### src/rtl/ring_burst_ctrl_pkg.sv
// Shared types and default widths for the ring injection sequencer.
// Default widths match the ring router's header fields.
package ring_burst_ctrl_pkg;

  localparam int LEN_W_DEF  = 4;
  localparam int DEST_W_DEF = 3;

  typedef enum logic [1:0] {
    ST_IDLE = 2'd0,
    ST_SEND = 2'd1,
    ST_GAP  = 2'd2
  } state_e;

  // Counter width able to hold n, never below one bit.
  function automatic int cnt_w(input int n);
    return (n < 1) ? 1 : $clog2(n + 1);
  endfunction

endpackage

### src/rtl/ring_burst_ctrl_burst_len_counter.sv
// Loadable down-counter with zero/one flags.
// Load wins over enable; the count saturates at zero.
module burst_len_counter #(
  parameter int W = 4
) (
  input  logic         clk_i,
  input  logic         rst_i,
  input  logic         load_i,
  input  logic [W-1:0] load_val_i,
  input  logic         en_i,
  output logic         zero_o,
  output logic         one_o
);

  logic [W-1:0] cnt_q, cnt_d;

  always_comb begin
    cnt_d = cnt_q;
    if (load_i) begin
      cnt_d = load_val_i;
    end else if (en_i && cnt_q != '0) begin
      cnt_d = cnt_q - 1'b1;
    end
  end

  always_ff @(posedge clk_i) begin
    if (rst_i) begin
      cnt_q <= '0;
    end else begin
      cnt_q <= cnt_d;
    end
  end

  assign zero_o = (cnt_q == '0);
  assign one_o  = (cnt_q == W'(1));

endmodule

### src/rtl/ring_burst_ctrl.sv
// Burst sequencer: one request in, head..tail flit stream out,
// followed by a fixed idle gap so the ring arbiter can rotate.
module ring_burst_ctrl
  import ring_burst_ctrl_pkg::*;
#(
  parameter int LEN_W      = LEN_W_DEF,
  parameter int DEST_W     = DEST_W_DEF,
  parameter int GAP_CYCLES = 1
) (
  input  logic              CLK,
  input  logic              RST,
  input  logic              REQ_VALID,
  output logic              REQ_READY,
  input  logic [LEN_W-1:0]  REQ_LEN,
  input  logic [DEST_W-1:0] REQ_DEST,
  input  logic              ABORT,
  output logic              FLIT_VALID,
  input  logic              FLIT_READY,
  output logic              FLIT_HEAD,
  output logic              FLIT_TAIL,
  output logic [DEST_W-1:0] FLIT_DEST,
  output logic [LEN_W-1:0]  FLIT_SEQ,
  output logic              DONE,
  output logic              ERR,
  output logic              BUSY
);

  localparam int GW = cnt_w(GAP_CYCLES);
  localparam logic [GW-1:0] GAP_LD = GW'(GAP_CYCLES);
  localparam state_e END_ST =
    (GAP_CYCLES == 0) ? ST_IDLE : ST_GAP;

  state_e            state_q, state_d;
  logic [DEST_W-1:0] dest_q, dest_d;
  logic [LEN_W-1:0]  seq_q, seq_d;
  logic              done_q, done_d;
  logic              err_q, err_d;

  logic rem_load, rem_en, rem_zero, rem_one;
  logic gap_load, gap_en, gap_zero, gap_one;

  burst_len_counter #(.W(LEN_W)) u_rem (
    .clk_i      (CLK),
    .rst_i      (RST),
    .load_i     (rem_load),
    .load_val_i (REQ_LEN),
    .en_i       (rem_en),
    .zero_o     (rem_zero),
    .one_o      (rem_one)
  );

  burst_len_counter #(.W(GW)) u_gap (
    .clk_i      (CLK),
    .rst_i      (RST),
    .load_i     (gap_load),
    .load_val_i (GAP_LD),
    .en_i       (gap_en),
    .zero_o     (gap_zero),
    .one_o      (gap_one)
  );

  always_comb begin
    state_d  = state_q;
    dest_d   = dest_q;
    seq_d    = seq_q;
    done_d   = 1'b0;
    err_d    = 1'b0;
    rem_load = 1'b0;
    rem_en   = 1'b0;
    gap_load = 1'b0;
    gap_en   = 1'b0;
    unique case (state_q)
      ST_IDLE: begin
        if (REQ_VALID) begin
          dest_d   = REQ_DEST;
          seq_d    = '0;
          rem_load = 1'b1;
          if (REQ_LEN != '0) begin
            state_d = ST_SEND;
          end else begin
            done_d   = 1'b1;
            gap_load = 1'b1;
            state_d  = END_ST;
          end
        end
      end
      ST_SEND: begin
        // Abort beats a same-cycle transfer: that flit is not sent.
        if (ABORT) begin
          err_d    = 1'b1;
          gap_load = 1'b1;
          state_d  = END_ST;
        end else if (FLIT_READY) begin
          rem_en = 1'b1;
          seq_d  = seq_q + 1'b1;
          if (rem_one) begin
            done_d   = 1'b1;
            gap_load = 1'b1;
            state_d  = END_ST;
          end
        end
      end
      ST_GAP: begin
        if (gap_one || gap_zero) begin
          state_d = ST_IDLE;
        end else begin
          gap_en = 1'b1;
        end
      end
      default: state_d = ST_IDLE;
    endcase
  end

  always_ff @(posedge CLK) begin
    if (RST) begin
      state_q <= ST_IDLE;
      dest_q  <= '0;
      seq_q   <= '0;
      done_q  <= 1'b0;
      err_q   <= 1'b0;
    end else begin
      state_q <= state_d;
      dest_q  <= dest_d;
      seq_q   <= seq_d;
      done_q  <= done_d;
      err_q   <= err_d;
    end
  end

  assign REQ_READY  = (state_q == ST_IDLE);
  assign FLIT_VALID = (state_q == ST_SEND) && !rem_zero;
  assign FLIT_HEAD  = FLIT_VALID && (seq_q == '0);
  assign FLIT_TAIL  = FLIT_VALID && rem_one;
  assign FLIT_DEST  = dest_q;
  assign FLIT_SEQ   = seq_q;
  assign DONE       = done_q;
  assign ERR        = err_q;
  assign BUSY       = (state_q != ST_IDLE);

endmodule

### config.mk
export PLATFORM = sky130hd
export DESIGN_NAME = ring_burst_ctrl
export DESIGN_NICKNAME = d
export VERILOG_FILES = /design/src/rtl/ring_burst_ctrl_pkg.sv /design/src/rtl/ring_burst_ctrl_burst_len_counter.sv /design/src/rtl/ring_burst_ctrl.sv
export SDC_FILE = /design/constraint.sdc
export NUM_CORES = 1
export LEC_CHECK = 0
export CORE_AREA = 2 2 49 51
export CTS_BUF_LIST = sky130_fd_sc_hd__clkbuf_16
export CTS_CLUSTER_DIAMETER = 50
export DETAILED_ROUTE_END_ITERATION = 10
export DIE_AREA = 0 0 51 53
export GPL_TIMING_DRIVEN = 1
export PLACE_DENSITY = 0.7
export REMOVE_ABC_BUFFERS = 1
export SLEW_MARGIN = 20
export SYNTH_ARGS = -nofsm -noshare
export SYNTH_HDL_FRONTEND = slang
export SYNTH_SLANG_ARGS = --single-unit
### constraint.sdc
create_clock -name CLK -period 1.4 [get_ports CLK]
set_input_delay 0.42 -clock CLK [delete_from_list [all_inputs] [get_ports CLK]]
set_output_delay 0.42 -clock CLK [all_outputs]
set_load 0.02 [all_outputs]
## Yosys cells after proc, flatten, opt, wreduce, memory -nomap -nowiden

Index checks and enable logic that the tools add are counted.

- Register bits after elaboration: 15
- Bits in latches: 0
- Bits in writable memories: 0
- ROM bits: 0
- Input bits: 12
- Output and inout bits: 14
- Word-level logic and storage cells: 57
- Memories kept: 0

- Add/subtract/negate cells: 2
- Multipliers: 0
- Divide/modulo/power cells: 0
- $lt $le $gt $ge: 0
- Equality and inequality tests: 7
- Shift operators: 0
- Muxes and demuxes: 24
- Bitwise logic cells: 1
- Reduce and logical (&&, ||, !) cells: 17

Operator list:

| kind | count |
|---|---|
| $mux 4 | 5 |
| $mux 1 | 11 |
| $mux 2 | 5 |
| $logic_not 4->1 | 2 |
| $pmux 4 s2 | 1 |
| $reduce_bool 4->1 | 2 |
| $ne 2x2->1 const B | 3 |
| $ne 3x3->1 const B | 2 |
| $reduce_bool 2->1 | 3 |
| $add 4x1->4 const B | 1 |
| $eq 4x1->1 const B | 1 |
| $logic_and 1x1->1 | 4 |
| $pmux 2 s2 | 1 |
| $reduce_and 4->1 | 1 |
| $sub 4x1->4 const B | 1 |
| $reduce_and 3->1 | 1 |
| $eq 2x1->1 const B | 1 |
| $logic_not 2->1 | 1 |
| $pmux 1 s2 | 1 |
| $reduce_and 2->1 | 1 |
| $reduce_or 2->1 | 1 |
| $logic_not 1->1 | 1 |
| $not 1->1 | 1 |

## Depth between registers and ports, before layout

- Depth in word-level cells: 6
- Gate-level depth with buffers: 5
- Mapped depth without buffers: 5

## By module

Synthesis repeated with hierarchy kept, for this count alone.

- Cell total of the unflattened synthesis: 106
- Area, all modules: 930.9 µm²

By module, submodules not included:

| module | times used | cells each | area an instance (µm²) | seq. area each (µm²) |
|---|---|---|---|---|
| ring_burst_ctrl | 1 | 71 | 600.6 | 220.2 |
| burst_len_counter at u_rem | 1 | 31 | 282.8 | 80.1 |
| burst_len_counter at u_gap | 1 | 4 | 47.5 | 20.0 |

## Least setup slack after synthesis

OpenSTA, ideal clock, no wires.

- Kind: flip-flop to output port
- From: reg u_rem.cnt_q[0]
- To: out FLIT_HEAD
- Arrival: 1.419 ns
- Required time: 0.980 ns
- Path slack: -0.439 ns
- Cell stages (with the launch flop): 6
- Path buffers: 0
- Cell sequence: dfxtp_1 inv_1 ha_1 nor3b_1 nor2_1 and3_1

- Word-level cells in the longest chain between the ends: 4

RTL lines:

| item | RTL line | text |
|---|---|---|
| from (decl) | ring_burst_ctrl_burst_len_counter.sv:15 | `logic [W-1:0] cnt_q, cnt_d;` |
| from (signal assigned) | ring_burst_ctrl_burst_len_counter.sv:30 | `cnt_q <= cnt_d;` |
| $logic_not 4->1 | ring_burst_ctrl_burst_len_counter.sv:34 | `assign zero_o = (cnt_q == '0);` |
| $logic_not 1->1 | ring_burst_ctrl.sv:131 | `assign FLIT_VALID = (state_q == ST_SEND) && !rem_zero;` |
| $logic_and 1x1->1 | ring_burst_ctrl.sv:131 |  |
| via FLIT_VALID | ring_burst_ctrl.sv:17 | `output logic FLIT_VALID,` |
| $logic_and 1x1->1 | ring_burst_ctrl.sv:132 | `assign FLIT_HEAD = FLIT_VALID && (seq_q == '0);` |
| to (decl) | ring_burst_ctrl.sv:19 | `output logic FLIT_HEAD,` |

The timed path passes the listed nets, and every way through them passes these cells.

## Worst setup path after layout

- From: reg u_rem.cnt_q[0]
- To: out FLIT_HEAD

- Word-level cells in the longest chain between the ends: 4

RTL lines:

| item | RTL line |
|---|---|
| $logic_not 4->1 | ring_burst_ctrl_burst_len_counter.sv:34 |
| $logic_not 1->1 | ring_burst_ctrl.sv:131 |
| $logic_and 1x1->1 | ring_burst_ctrl.sv:131 |
| $logic_and 1x1->1 | ring_burst_ctrl.sv:132 |

No other way between the ends.

==> results <==
[report_power, final]
| part | total, W | leakage (nW) | switching, W | internal, W |
|---|---|---|---|---|
| Combinational | 0.000581 | 0.501 | 0.000270 | 0.000310 |
| Clock | 0.000561 | 0.0423 | 0.000182 | 0.000379 |
| Sequential | 0.000485 | 0.124 | 0.0000254 | 0.000460 |
| Total | 0.00163 | 0.667 | 0.000478 | 0.00115 |
[cell usage in the layout (no fill, tap or decap), drive strengths merged]
cell type,instances
buf,42
dfxtp,15
nand2,10
a21oi,9
inv,9
dlygate4sd2,8
clkdlybuf4s50,8
nor2,6
nor3,5
o21ai,5
nand3,4
clkbuf,4
nor3b,4
ha,4
or3b,3
a311oi,3
nand4b,2
nor4,2
and3,2
or3,2
or2,1
nand2b,1
and4bb,1
and4,1
nand4bb,1
o31ai,1
nor4bb,1
o221a,1
a22oi,1
clkdlybuf4s15,1
[through the flow]
| stage | setup slack, ps | cell area [um2] |
|---|---|---|
| final | -407 | 1550 |
| after global routing | -461 | 1550 |
| after CTS | -365 | 1510 |
| after detailed placement | -634 | 1280 |
| after global placement | -588 | 1280 |
| after floorplan | -439 | 785 |
[synthesized netlist by cell type]
master     count  area (um2)
nor2_2         1        6.26
o21ai_1        1        5.00
a311oi_1       3        26.3
nand2b_1       1        6.26
inv_1          8        30.0
a21oi_1        9        45.0
dfxtp_1       15         300
nor4_1         2        12.5
nor3_1         5        25.0
or2_2          1        6.26
and4_1         1        8.76
nand4b_1       2        17.5
or3b_1         2        17.5
and3_1         1        6.26
and4bb_1       1        12.5
a22oi_1        1        7.51
nor4bb_1       1        10.0
nor2_1         5        18.8
ha_1           4        50.1
buf_6          2        22.5
nand4bb_2      1        16.3
or3_1          2        12.5
o221a_2        1        11.3
nor3b_2        1        12.5
nand3_1        4        20.0
o21ai_0        4        20.0
o31ai_2        1        12.5
buf_4          2        15.0
and3_2         1        7.51
nor3b_1        3        22.5
nand2_1       10        37.5
[worst max-delay path: stages (launching register included)]
cell     delay (ps)
dfxtp_2         320
inv_2            80
ha_4            140
nor3b_4         210
nor2_1           80
and3_1          180
buf_6           130
[sequential cells by signal (all words and copies together) (netlist names)]
| register | count |
|---|---|
| u_rem.cnt_q | 4 |
| DONE | 1 |
| ERR | 1 |
| FLIT_SEQ | 4 |
| state_q | 2 |
| FLIT_DEST | 3 |
[layer usage]
layer | global-route usage | vias to the layer above | share of wire
met5 | 0 | - | 0
met1 | 0.241 | 457 | 0.41
met3 | 0.00847 | 8 | 0.032
li1 | - | 475 | -
met2 | 0.381 | 32 | 0.53
met4 | 0.135 | 0 | 0.029
[path summary, 6_finish.rpt]
| path | start | end | slack (ps) |
|---|---|---|---|
| max | u_rem.cnt_q[0]$_SDFFE_PP0P_ | FLIT_HEAD | -410 |
| min | FLIT_DEST[1]$_SDFFE_PP0P_ | FLIT_DEST[1]$_SDFFE_PP0P_ | 450 |
| max reg2reg | u_rem.cnt_q[0]$_SDFFE_PP0P_ | u_rem.cnt_q[1]$_SDFFE_PP0P_ | -180 |
| min reg2reg | FLIT_DEST[1]$_SDFFE_PP0P_ | FLIT_DEST[1]$_SDFFE_PP0P_ | 450 |
[cell type report]
class | instances | share of cell area
multi-input cells | 70 | 0.384
repair buffers | 60 | 0.327
flip-flops and latches | 15 | 0.196
clock buffers | 3 | 0.0484
well taps | 28 | 0.0226
inverters | 8 | 0.0194
clock inverters | 1 | 0.00242
[kinds of logic after synthesis]
family                   Yosys count  share of synthesized area
AO/OA/AOI/OAI                     20                      0.155
adder cells (fa/ha/maj)            4                     0.0609
buffers and inverters             12                     0.0822
flip-flops                        15                      0.365
AND/OR/NAND/NOR                   45                      0.336
[what timing repair did]
item	4_1_cts	5_1_grt
endpoints found under the hold margin	0	0
pin swaps	11	8
setup buffers	5	5
gates resized for setup	79	16
setup endpoints to repair	28	20
gates cloned	1	1
==> impl_metrics.ini <==
[outcome]
run_status = complete, but fails checks
violations = negative setup slack

[sta]
max_slew_margin = 0.753
clock_skew_ps = 3.25
period_share = 1.29
slew_violations = 0
setup_violations = 12
whs_ps = 451
worst_pin_slew_ps = 366
clock.fmax_mhz = 553
setup_ws_ps = -407
grt_setup_unrepaired = true
setup_tns_ps = -1840
final_hold_viol_count = 0
period_needed_ps = 1810

[cts]
hold_buffers = 0
cts_tree = built
worst_skew_pair.late_latency_ps = 250
cts_num_sinks = 15
path_clk_slew_ps = 50
htreeDepth = 1
root_buffer = clkbuf_16
cts_buffers = 3
cts_buffer_depth = 2

[place]
place_hpwl_um = 1750
portBuffers = 25
place_inst = 173
globalplace.congestion = 0.882

[detailed_routing]
drc = 0
via_per_inst = 5.25
drt_iter0_markers = 15
vias = 972
detail_route.wl_per_cell_um = 15.3
postRouteAntennaNets = 0
first_pass_iters = 4
wl_um = 2820

[global_route]
grt_pass1_vias = 919
antenna_found_initial = 0
grt.total_usage = 0.210
grt_pass1_wl_um = 4130
grt_max_degree = 10
grt-ovfl-total = 0

[setup_path]
critical_path_required_ps = 980
setup.worst_path.end_class = output pin
start_kind = flop
critical_path_arrival_ps = 1390
rr_worst_depth = 6
crit_fanout = 2
path_class = reg -> out

[finish]
nFillCells = 159
antenna_cells = 0
ff_latch_area_um2 = 304
drive_above_1_share = 0.503
post-route-util = 0.722
stdcell_count = 185
synthToLayoutAreaGrowth_pct = 88.7
multi_input_area_um2 = 596
nets = 174

[synthesis]
syn_inst = 96
ys_ff_latch = 15
syn_avg_cell_area_um2 = 8.56
ys_seq_area_frac = 0.365
synth.distinct_cells = 31
synth_area_um2 = 822
synth_warnings = 0

[floorplan]
die_area_um2 = 2700
ios = 26
start_util = 0.383
num_rows = 17
die_x_um = 51
die_h_um = 53
coreArea_um2 = 2150

[min_path]
hold_depth = 2
hp-class = reg -> reg

[pwr]
leakagePower_nw = 0.667
peakVddDrop_v = 0.000699
finalPower_w = 0.00163
p_per_area_nw_per_um2 = 1050

[run]
maxCapViolations = 0
Power figures use the tool's default switching activity.
